**src/rtl/csa_128.sv**
```systemverilog
// ============================================================================
// csa_128 : registered 128-bit carry-select adder, {Cout, S} = A + B + Cin
// Rev 1.0 : initial release
// ============================================================================
`default_nettype none

module csa_128_rca4 (
   input  logic [3:0] a,
   input  logic [3:0] b,
   input  logic       cin,
   output logic [3:0] sum,
   output logic       cout
);
   logic [4:0] w_c;

   assign w_c[0] = cin;

   generate
      for (genvar i = 0; i < 4; i++) begin : g_bit
         assign sum[i]   = a[i] ^ b[i] ^ w_c[i];
         assign w_c[i+1] = (a[i] & b[i]) | (w_c[i] & (a[i] ^ b[i]));
      end
   endgenerate

   assign cout = w_c[4];
endmodule

// 32-bit section: ripple low nibble, carry-select on the seven upper nibbles.
module csa_128_add32 (
   input  logic [31:0] a,
   input  logic [31:0] b,
   input  logic        cin,
   output logic [31:0] sum,
   output logic        cout
);
   logic [8:0] w_c;

   assign w_c[0] = cin;

   csa_128_rca4 u_nib0 (
      .a    (a[3:0]),
      .b    (b[3:0]),
      .cin  (w_c[0]),
      .sum  (sum[3:0]),
      .cout (w_c[1])
   );

   generate
      for (genvar k = 1; k < 8; k++) begin : g_nib
         logic [3:0] w_s0;
         logic [3:0] w_s1;
         logic       w_c0;
         logic       w_c1;

         csa_128_rca4 u_lo (
            .a    (a[4*k +: 4]),
            .b    (b[4*k +: 4]),
            .cin  (1'b0),
            .sum  (w_s0),
            .cout (w_c0)
         );

         csa_128_rca4 u_hi (
            .a    (a[4*k +: 4]),
            .b    (b[4*k +: 4]),
            .cin  (1'b1),
            .sum  (w_s1),
            .cout (w_c1)
         );

         assign sum[4*k +: 4] = w_c[k] ? w_s1 : w_s0;
         assign w_c[k+1]      = w_c[k] ? w_c1 : w_c0;
      end
   endgenerate

   assign cout = w_c[8];
endmodule

module csa_128 (
   input  logic           clk,
   input  logic           rst,
   input  logic [127:0]   A,
   input  logic [127:0]   B,
   input  logic           Cin,
   output logic [127:0]   S,
   output logic           Cout
);
   logic [127:0] w_sum;
   logic [3:0]   w_sec_c;
   logic [127:0] r_sum;
   logic         r_cout;

   csa_128_add32 u_sec0 (
      .a    (A[31:0]),
      .b    (B[31:0]),
      .cin  (Cin),
      .sum  (w_sum[31:0]),
      .cout (w_sec_c[0])
   );

   // Upper sections precompute both carry-in cases; the chain is just 2:1 muxes.
   generate
      for (genvar k = 1; k < 4; k++) begin : g_sec
         logic [31:0] w_s0;
         logic [31:0] w_s1;
         logic        w_c0;
         logic        w_c1;

         csa_128_add32 u_add0 (
            .a    (A[32*k +: 32]),
            .b    (B[32*k +: 32]),
            .cin  (1'b0),
            .sum  (w_s0),
            .cout (w_c0)
         );

         csa_128_add32 u_add1 (
            .a    (A[32*k +: 32]),
            .b    (B[32*k +: 32]),
            .cin  (1'b1),
            .sum  (w_s1),
            .cout (w_c1)
         );

         assign w_sum[32*k +: 32] = w_sec_c[k-1] ? w_s1 : w_s0;
         assign w_sec_c[k]        = w_sec_c[k-1] ? w_c1 : w_c0;
      end
   endgenerate

   always_ff @(posedge clk) begin
      if (rst) begin
         r_sum  <= '0;
         r_cout <= 1'b0;
      end else begin
         r_sum  <= w_sum;
         r_cout <= w_sec_c[3];
      end
   end

   assign S    = r_sum;
   assign Cout = r_cout;
endmodule

`default_nettype wire

```
**config.mk**
```make
export PLATFORM = sky130hd
export DESIGN_NAME = csa_128
export DESIGN_NICKNAME = d
export VERILOG_FILES = /design/src/rtl/csa_128.sv
export SDC_FILE = /design/constraint.sdc
export NUM_CORES = 1
export LEC_CHECK = 0
export CAP_MARGIN = 0
export CORE_ASPECT_RATIO = 0.75
export CORE_UTILIZATION = 35
export CTS_CLUSTER_SIZE = 10
export DETAILED_ROUTE_END_ITERATION = 16
export GPL_TIMING_DRIVEN = 0
export HOLD_SLACK_MARGIN = 0.15
export PLACE_DENSITY_LB_ADDON = 0.25
export SLEW_MARGIN = 5
export SYNTH_ARGS = -nofsm -noshare
export SYNTH_HDL_FRONTEND = slang
export SYNTH_SLANG_ARGS = --single-unit
```
**constraint.sdc**
```tcl
create_clock -name clk -period 30.6 [get_ports clk]
set_input_delay 6.12 -clock clk [delete_from_list [all_inputs] [get_ports clk]]
set_output_delay 6.12 -clock clk [all_outputs]
set_load 0.02 [all_outputs]
```
==> out/results.txt <==
The flow ran to the end, and the final reports show no timing, DRC or antenna violations. The DRC marker count from the first detailed-route iteration came out at 175. Entering global routing, the biggest net connects 17 pins. The last weighted congestion value of the routability-driven placer is 0.790.

Summed over all cells, the static leakage comes to 6.80 nW. CTS built an H-tree with a depth of 4. Yosys printed 0 warnings. The cell repeated most along the worst path is sky130_fd_sc_hd__fa_1.

The worst hold path class was input port to register. In this run the horizontal extent of the chip is 199 microns. The overall die height came out at 150 microns.

Counting along the longest clock path gives a buffer depth of 2. For this run, the detailed router's first-pass iteration total came to 6. The number of slew-limit violations in the final report was 0.

The tools report the first-pass GRT wire length as 43500 microns. CTS placed an instance of sky130_fd_sc_hd__clkbuf_16 at the clock tree root. The tools report the global router's overall resource usage as 0.193. Summed over all layers, the routed wires come to 28500 microns.

The logs give 0 for the number of remaining DRC errors and 1509 for the post-synth net total. Input and output buffers added on the ports amount to 386. The fraction of registers with async set/reset is 0, and the final hold violation count is 0. In this run the core area contains 53 standard-cell rows. The tightest slew margin relative to the limit is 0.296, and the top-level I/O count is 388. For the number of standard cells after synthesis, the log shows 1028. The run gives 2631 as the final-layout fill cell count.

Yosys mapped a number of flops with a built-in enable equal to 0. Compared with the post-synthesis result, the final layout area differs by 48.1%. The core region is 28400 sq um. Setup repair after global routing left no endpoint under its margin. The setup-violating endpoint count in the final report was 0. The run gives 8659 as the number of global-route vias before repair. The post-placement cell area was 14600 sq um. Sequential area share after synthesis: 0.252.

In this run the remaining antenna-violating nets after routing total 0. The tools report the destination of the worst hold path as S[113]$_SDFF_PP0_. In this run the cell area of the synthesized design comes to 10200 sq um. The tools report the worst min-delay path startpoint as rst.

For the initial antenna violation count, the log shows 3. The total grt overflow is 0. The maximum clock rate was 52.4 MHz; the endpoint required time on the critical path was 30.90 ns. The floorplan step defined a die boundary enclosing 29900 sq um. The starting density of the core is 0.361, and the worst path arrival time is 19.37 ns. Slowest cell on the critical path: sky130_fd_sc_hd__or4_1. The synthesized netlist contains 49 unique library cells.

TritonCTS built the clock tree. The power per cell area was 49.9 nW/um^2; the fraction of final layout cells with drive strength greater than 1 was 0.0346. Number of setup buffers added after CTS: 0. The tools report the worst supply voltage drop on vdd as 0.0341 mV. Using the TritonRoute via totals, the vias-per-cell ratio works out to 4.48. The run gives 0 ns as the final sum of negative setup slack. Subtracting the final worst setup slack from the clock period gives 19.07 ns.

The count of max-cap constraint violations was 0; the synthesis-stage register bit count was 129. At the pin with the least slew margin, the transition time is 1.06 ns. In this run the worst path has a maximum fanout of 9. For this block, the via count after detailed routing is 8210. Portion of the clock cycle consumed by the worst path in the final layout: 0.623. In the synthesized netlist the dominant register cell turns out to be sky130_fd_sc_hd__dfxtp_1.

Averaged over all synthesized cells, the footprint is 9.96 sq um. At the end of the flow, the number of nets in the layout was 1914. Hold repair after CTS inserted 0 buffers. By startpoint and endpoint, the worst setup path is classified as input port to register.

Number of instances resized during post-cts repair: 0. The clock slew at the register clock pins of the worst setup and hold paths works out to 0.05 ns. The number of clock buffers added by TritonCTS is 17. In the final routed layout, each cell accounts on average for 15.6 microns. The critical path's largest stage delay was 0.60 ns. The finished cells cover 15200 sq um. STA classifies the critical path startpoint as an input port. The worst setup path is captured at a register. The worst hold path passes through 3 cells. The wire-length estimate of the detail-placed layout is 24100 microns. The CTS sink count came out at 129.
## critical path, delay by kind of cell
family	cells	cell delay, ns
AOI/OAI and AO/OA	9	1.28
adders and majority gates	25	8.41
buffers and inverters	11	1.38
muxes	3	1.17
and+or+nand+nor	3	0.96
## worst max path at each step
stage                        endpoint  startpoint
floorplan           S[112]$_SDFF_PP0_        A[0]
detailed placement  S[112]$_SDFF_PP0_        A[0]
global placement    S[112]$_SDFF_PP0_        A[0]
CTS                 S[112]$_SDFF_PP0_        A[0]
global route        S[113]$_SDFF_PP0_        A[0]
finish              S[112]$_SDFF_PP0_        A[0]
## synthesized netlist by cell type, drive strengths merged (2+ instances only)
| library cell | count | share of area |
|---|---|---|
| inv | 208 | 0.076 |
| fa | 151 | 0.30 |
| dfxtp | 129 | 0.25 |
| nor2 | 118 | 0.043 |
| mux2i | 80 | 0.079 |
| ha | 71 | 0.087 |
| nand2 | 33 | 0.012 |
| a21oi | 25 | 0.012 |
| nor2b | 24 | 0.015 |
| xor2 | 21 | 0.018 |
| clkbuf | 20 | 0.0073 |
| o21ai | 20 | 0.010 |
| nand2b | 15 | 0.0092 |
| nand3 | 15 | 0.0073 |
| xnor2 | 14 | 0.012 |
| nor3 | 8 | 0.0039 |
| a211oi | 6 | 0.0044 |
| a21o | 6 | 0.0044 |
| o211ai | 6 | 0.0044 |
| nor3b | 5 | 0.0037 |
| o21a | 5 | 0.0037 |
| or2 | 5 | 0.0031 |
| a21bo | 4 | 0.0039 |
| and3 | 4 | 0.0024 |
| buf | 4 | 0.0021 |
| mux2 | 4 | 0.0044 |
| o2111ai | 3 | 0.0038 |
| o21bai | 3 | 0.0022 |
| o22ai | 3 | 0.0018 |
| o2bb2ai | 3 | 0.0026 |
| or3b | 3 | 0.0026 |
| a21boi | 2 | 0.0018 |
| a221o | 2 | 0.0020 |
## cell usage in the layout, fill, tap and decap left out, types with 5 or more instances in the layout
cell type / count
sky130_fd_sc_hd__nand2_1: 33
sky130_fd_sc_hd__nor2_1: 118
sky130_fd_sc_hd__o21a_1: 5
sky130_fd_sc_hd__dfxtp_1: 129
sky130_fd_sc_hd__or2_2: 5
sky130_fd_sc_hd__nor2b_1: 24
sky130_fd_sc_hd__nand3_1: 15
sky130_fd_sc_hd__o21ai_0: 17
sky130_fd_sc_hd__a21o_1: 6
sky130_fd_sc_hd__o211ai_1: 6
sky130_fd_sc_hd__inv_1: 208
sky130_fd_sc_hd__nor3b_1: 5
sky130_fd_sc_hd__a21oi_1: 25
sky130_fd_sc_hd__xnor2_1: 14
sky130_fd_sc_hd__nand2b_1: 15
sky130_fd_sc_hd__clkbuf_1: 23
sky130_fd_sc_hd__mux2i_1: 79
sky130_fd_sc_hd__clkbuf_16: 17
sky130_fd_sc_hd__clkdlybuf4s50_1: 386
sky130_fd_sc_hd__fa_1: 151
sky130_fd_sc_hd__a211oi_1: 6
sky130_fd_sc_hd__xor2_1: 21
sky130_fd_sc_hd__nor3_1: 8
sky130_fd_sc_hd__ha_1: 71
## kinds of logic (layout without fill, tap and decap cells)
kind of cell               count (synthesis)  after routing  synth area share
and+or+nand+nor                          234            234             0.105
buffers and inverters                    232            649            0.0857
adders and majority gates                222            222             0.382
DFF                                      129            129             0.252
AOI/OAI and AO/OA                         92             92            0.0609
muxes                                     84             84            0.0839
xor gates and xnor gates                  35             35            0.0299
other                                      0              4                 0
## sequential cells by signal (all words and copies together) (netlist names)
name	cells
Cout	1
S	128
## per-layer routing
| metal | wire length, microns | GRT usage | vias up |
|---|---|---|---|
| li1 | - | - | 3997 |
| met1 | 11100 | 0.212 | 3919 |
| met2 | 14100 | 0.345 | 263 |
| met3 | 2720 | 0.0739 | 31 |
| met4 | 538 | 0.0584 | 0 |
| met5 | 0 | 0 | - |
## power by group
part	switching [W]	internal [W]	leakage [nW]
sequential	0.00000880	0.000202	1.08
combinational	0.000174	0.000167	5.46
clock	0.0000815	0.000124	0.268
## final cells by class
cell class                      count  area (sq um)  share of cell area
Multi-Input combinational cell    667          6780               0.447
Timing Repair Buffer              386          3860               0.255
Sequential cell                   129          2580               0.170
Inverter                          208           781              0.0515
Tap cell                          385           482              0.0318
Clock buffer                       22           464              0.0306
Clock inverter                      9           109             0.00718
Buffer                             24          96.3             0.00635
Antenna cell                        4          10.0            0.000660
## through the flow
stage               std cells  setup WS, ns  utilization  power [W]  hold slack (ns)
floorplan                1028         12.82            -   0.000406             6.38
global placement         1799         11.05        0.514   0.000551             6.67
detailed placement       1799         11.00        0.514   0.000558             6.67
CTS                      1830         11.42        0.534   0.000767             6.23
global route             1834         10.74        0.534   0.000807             6.27
finish                   1834         11.53        0.534   0.000756             6.25
Note: power is estimated with default switching activity, not from simulation.
==> RTL change 1, RTL diff (same settings) <==
Take the reset off `r_sum` and load it in a clocked block of its own.
--- a/src/rtl/csa_128.sv
+++ b/src/rtl/csa_128.sv
@@ -130,10 +130,12 @@
    always_ff @(posedge clk) begin
       if (rst) begin
-         r_sum  <= '0;
          r_cout <= 1'b0;
       end else begin
-         r_sum  <= w_sum;
          r_cout <= w_sec_c[3];
       end
+   end
+
+   always_ff @(posedge clk) begin
+      r_sum <= w_sum;
    end
 
Behaviour: not the same (a bounded check fails within 4 cycles, from zero or initial values and one cycle with rst high).
==> RTL change 1 against the unedited design <==
- first-iteration DRC count up 11%
- total power up 20%
- combinational power up 30%
- critical path depth up 2
- design area down 0.17%
- worst hold slack better by 0.10 ns
- setup slack worse by 0.71 ns
- wire length down 4.4%
- sequential cell count unchanged
- area after synthesis down 0.95%
- via count down 3.7%
- critical endpoint is now S[95]$_DFF_P_
==> RTL change 1: results (changes against the unedited design) <==
Place
  • Post-DP Area: 14500 sq um (-0.60%)
  • Placer Congestion: 0.872 (+10%)
  • Post-DP HPWL: 23.3 mm (-3.3%)
  • I/O Buffers: 387 (+0.26%)
  • Setup WS pre-CTS: 10.15 ns (-0.844 ns)
  • Placed Cells: 1738 (-3.4%)

Setup path
  • Worst EP arrival: 20.10 ns (+0.73 ns)
  • Crit path max fanout: 7 (-2)
  • Slowest cell on crit path: mux2i_1
  • Delay-heaviest family, CP: adder cells
  • CP peak stage delay: approximately 0.6 ns

Synth
  • Synth cell count leaders: 214 x inv_1, 151 x fa_1, 129 x dfxtp_1
  • XOR/XNOR Fraction of Synth Area: 0.0276 (-0.00230)
  • Synth area leaders: fa_1 30%, dfxtp_1 25%, ha_1 8.8%
  • Mux share of post-synthesis cell area: 0.0700 (-0.0139)
  • Syn Nets: 1447 (-4.1%)
  • Gate Count Post-Synth: 966 (-6.0%)
  • Post-Synth Adder-Cell Area: 0.386 (+0.00368)
  • Distinct cell type count after synthesis: 66 (+35%)
  • Post-synth top flop: dfxtp_1
  • Post-synthesis compound-gate area fraction: 0.0963 (+0.0354)
  • Post-synthesis async set-or-reset flop share: 0 (unchanged)
  • Synth warnings: 0 (unchanged)
  • Register area share after synthesis: 0.255 (+0.00243)

Route
  • DRT Pass-1 Iters: 4 (-2)
  • Drt total wl: 27.3 mm (-4.4%)
  • Via Count: 7906 (-3.7%)
  • Via density: 4.46 (-0.33%)
  • Initial DRC count: 195 (+11%)

Clock tree
  • Post-CTS Resized: 0 (unchanged)
  • CTS H-Tree Depth: 4 (unchanged)
  • Setup bufs post-CTS: 0 (unchanged)
  • Root Driver: clkbuf_16
  • CTS max path bufs: 2 (unchanged)
  • Num CTS Buffers: 17 (unchanged)
  • Clock-pin slew on the worst setup and hold paths: roughly 0.06 ns

Pwr
  • Peak supply drop: 0.0000354 V (+3.9%)
  • Leak Pwr: 6.63 nW (-2.4%)

Final layout
  • NumNets Final: 1853 (-3.2%)
  • Fill count: 2522 (-4.1%)
  • Number of flip-flops in the largest register: 128 (unchanged)
  • Share of cells above drive strength 1: 0.0592 (+0.0246)

GRT
  • First-pass GRT wire length: 42.2 mm (-3.1%)
  • Vias in the first global route: 8362 (-3.4%)
  • Gr usage total: 0.187 (-0.00629)
  • Largest net degree at the start of global routing: 17 (unchanged)
  • Initial antenna violation count: 1 (-2)

STA
  • Worst Max-Slew Pin Slew: 0.701 ns (-0.355 ns)
  • # setup viols final: 0 (unchanged)

Min path
  • HP Class: in -> reg

Outcome
  • Status: completed
## RTL change 1: per-stage QoR
| step | total power [mW] | utilization | hold WS (ns) |
|---|---|---|---|
| after floorplan | 0.480 | - | 6.28 |
| after global placement | 0.684 | 0.513 | 6.79 |
| after detailed placement | 0.692 | 0.513 | 6.79 |
| after CTS | 0.923 | 0.536 | 6.32 |
| after global routing | 0.969 | 0.536 | 6.34 |
| final | 0.911 | 0.536 | 6.35 |
## RTL change 1: path summary, 6_finish.rpt
kind	slack (ns)	to	cells after the start	start
hold / removal	6.35	S[17]$_DFF_P_	2	B[17]
setup / recovery	10.82	S[95]$_DFF_P_	53	A[0]
## RTL change 1: metal layers
metal  GRT usage  share of wire
met1       0.225           0.43
met2       0.316           0.48
met3      0.0613          0.076
met4      0.0596          0.019
met5           0              0
## RTL change 1: power breakdown
part	switching, mW	internal, mW	total (mW)	leakage, nW
combinational	0.227	0.215	0.441	5.24
clock	0.0841	0.141	0.226	0.304
sequential	0.0160	0.228	0.244	1.09
total	0.327	0.584	0.911	6.63
## RTL change 1: layout make-up
| type | instances | share of cell area |
|---|---|---|
| multi-input combinational | 614 | 0.444 |
| timing repair buffer | 387 | 0.256 |
| sequential | 129 | 0.171 |
| inverter | 214 | 0.0531 |
| tap | 385 | 0.0318 |
| clock buffer | 21 | 0.0304 |
| clock inverter | 11 | 0.0118 |
| buffer | 9 | 0.00240 |
| antenna | 2 | 0.000331 |
## RTL change 1: kinds of logic (layout without fill, tap and decap cells)
group | Yosys count | in the layout
AOI/OAI and AO/OA | 133 | 133
and+or+nand+nor | 162 | 162
other | 0 | 2
xor gates and xnor gates | 32 | 32
adders and majority gates | 222 | 222
DFF | 129 | 129
buffers and inverters | 223 | 642
muxes | 65 | 65
==> RTL change 2, RTL diff (same flow settings) <==
Without the edit above. Put one more register stage on the output `S`, without a reset. The value now appears one clock later. The other outputs are not delayed to match. Comments in the files are not updated.
--- a/src/rtl/csa_128.sv
+++ b/src/rtl/csa_128.sv
@@ -138,5 +138,7 @@
    end
 
-   assign S    = r_sum;
+   always_ff @(posedge clk) begin
+      S <= r_sum;
+   end
    assign Cout = r_cout;
 endmodule
Formal check against the unedited RTL: not equivalent (Yosys sat finds a counterexample within 4 cycles, from zero or initial values and one cycle with rst high).
==> RTL change 2 against the unedited design <==
- sequential cell count grew 128
- setup slack got worse by 0.37 ns
- largest cell class unchanged
- area after synthesis rose by 24%
- largest power group is now sequential cells
- design area is 18% higher
- non-clock buffer count decreased by 5
- total power rose by 39%
- wire length increased by 14%
==> RTL change 2: results (changes against the unedited design) <==
Outcome
  • Status: completed

Place
  • Setup WS pre-CTS: 10.26 ns (-0.732 ns)
  • Post-DP HPWL: 27.0 mm (+12%)
  • I/O Buffers: 386 (unchanged)
  • Placer Congestion: 0.851 (+7.8%)

GRT
  • Gr usage total: 0.178 (-0.0153)
  • Initial antenna violation count: 3 (unchanged)
  • First-pass GRT wire length: 50.6 mm (+16%)
  • Largest net degree at the start of global routing: 15 (-2)
  • Vias in the first global route: 9330 (+7.7%)

STA
  • Max Clock Skew: 0.00760 ns
  • Worst Max-Slew Pin Slew: 1.07 ns (+0.0141 ns)

Clock tree
  • Post-CTS Resized: 0 (unchanged)
  • Clock-pin slew on the worst setup and hold paths: 0.06 ns
  • CTS max path bufs: 3 (+1)
  • Root Driver: clkbuf_16
  • CTS H-Tree Depth: 1 (-3)
  • Skew-Pair Late Insertion Delay: approximately 0.54 ns
  • Setup bufs post-CTS: 0 (unchanged)
  • Num CTS Buffers: 30 (+13)

Setup path
  • Worst reg-to-reg path cell count: 0
  • Delay-heaviest family, CP: adder cells
  • Slowest cell on crit path: mux2i_1
  • CP peak stage delay: 0.68 ns (+0.08 ns)
  • Worst EP arrival: 19.85 ns (+0.48 ns)
  • Reg2reg setup slack: 30.19 ns
  • FF-to-FF Start: r_sum[93]$_SDFF_PP0_
  • Crit path max fanout: 7 (-2)
  • Worst reg2reg endpoint: S[93]$_DFF_P_

Pwr
  • Peak supply drop: 0.0000373 V (+9.5%)
  • Leak Pwr: 7.95 nW (+17%)

Synth
  • Register area share after synthesis: 0.405 (+0.153)
  • Synth warnings: 0 (unchanged)
  • Distinct cell type count after synthesis: 53 (+8.2%)
  • Post-synthesis async set-or-reset flop share: 0 (unchanged)
  • Syn Nets: 1593 (+5.6%)
  • Synth area leaders: dfxtp_1 41%, fa_1 24%, ha_1 7.0%
  • Synth cell count leaders: 257 x dfxtp_1, 208 x inv_1, 151 x fa_1
  • Number of synthesized register bits: 257 (+99%)

Route
  • WL/cell: 16.3 um (+4.6%)
  • Via Count: 8791 (+7.1%)
  • DRT Pass-1 Iters: 4 (-2)
  • Initial DRC count: 223 (+27%)

Min path
  • HP Start: r_sum[32]$_SDFF_PP0_
  • HP Class: reg -> reg
  • Worst Hold Depth: 0 (-3)
  • Hold EP: S[32]$_DFF_P_

Final layout
  • NumNets Final: 2011 (+5.1%)
  • Share of cells above drive strength 1: 0.0377 (+0.00313)
  • Fill count: 3138 (+19%)
RTL change 2: cell types whose count changed after synthesis, sizes merged, moves of 5 or more:
cell | unedited run | this run
a21oi | 25 | 16
nand3 | 15 | 9
o211ai | 6 | 1
nor2 | 118 | 109
a211oi | 6 | 15
nand2 | 33 | 21
dfxtp | 129 | 257
xor2 | 21 | 27
RTL change 2: per-layer routing:
metal  share of wire  GRT usage  routed length [um]
met3           0.075     0.0593                2430
met4           0.038     0.0694                1250
met5         0.00040          0                  13
met2            0.47      0.294               15300
met1            0.42      0.215               13500
RTL change 2: metrics by stage:
stage	instances	cell area, sq um	utilization	hold WS [ns]
floorplan	1112	12700	-	0.310
detailed placement	1955	17100	0.486	0.312
CTS	1994	18000	0.510	0.320
finish	1996	18000	0.510	0.317
global placement	1955	17100	0.486	0.310
global route	1995	18000	0.510	0.325
RTL change 2: power breakdown:
| part | internal (mW) | total (mW) | switching (mW) |
|---|---|---|---|
| combinational | 0.159 | 0.323 | 0.164 |
| sequential | 0.398 | 0.413 | 0.0152 |
| clock | 0.186 | 0.314 | 0.128 |
RTL change 2: worst max path at each step:
| stage | slack [ns] | from | cells after the start | end |
|---|---|---|---|---|
| finish | 11.15 | A[0] | 50 | r_sum[83]$_SDFF_PP0_ |
| global route | 10.15 | A[0] | 52 | r_sum[82]$_SDFF_PP0_ |
| floorplan | 12.68 | A[0] | 49 | r_sum[112]$_SDFF_PP0_ |
| CTS | 10.89 | A[0] | 52 | r_sum[112]$_SDFF_PP0_ |
| detailed placement | 10.26 | A[0] | 52 | r_sum[112]$_SDFF_PP0_ |
| global placement | 10.34 | A[0] | 52 | r_sum[83]$_SDFF_PP0_ |
RTL change 2: area by class of cell:
type	count	area share
diodes	2	0.000279
plain buffers	19	0.00411
clock buffers	38	0.0463
clock inverters	1	0.000279
inverters	208	0.0434
multi-input cells	628	0.372
flip-flops and latches	257	0.286
well taps	457	0.0318
repair buffers	386	0.215
RTL change 2: kinds of logic (layout without fill, tap and decap cells):
logic type / Yosys count / in the layout / synth area share
DFF: 257 / 257 / 0.405
buffers and inverters: 227 / 652 / 0.0672
adders and majority gates: 222 / 222 / 0.308
and+or+nand+nor: 203 / 203 / 0.0770
muxes: 86 / 86 / 0.0723
AOI/OAI and AO/OA: 79 / 79 / 0.0437
xor gates and xnor gates: 38 / 38 / 0.0262
other: 0 / 2 / 0
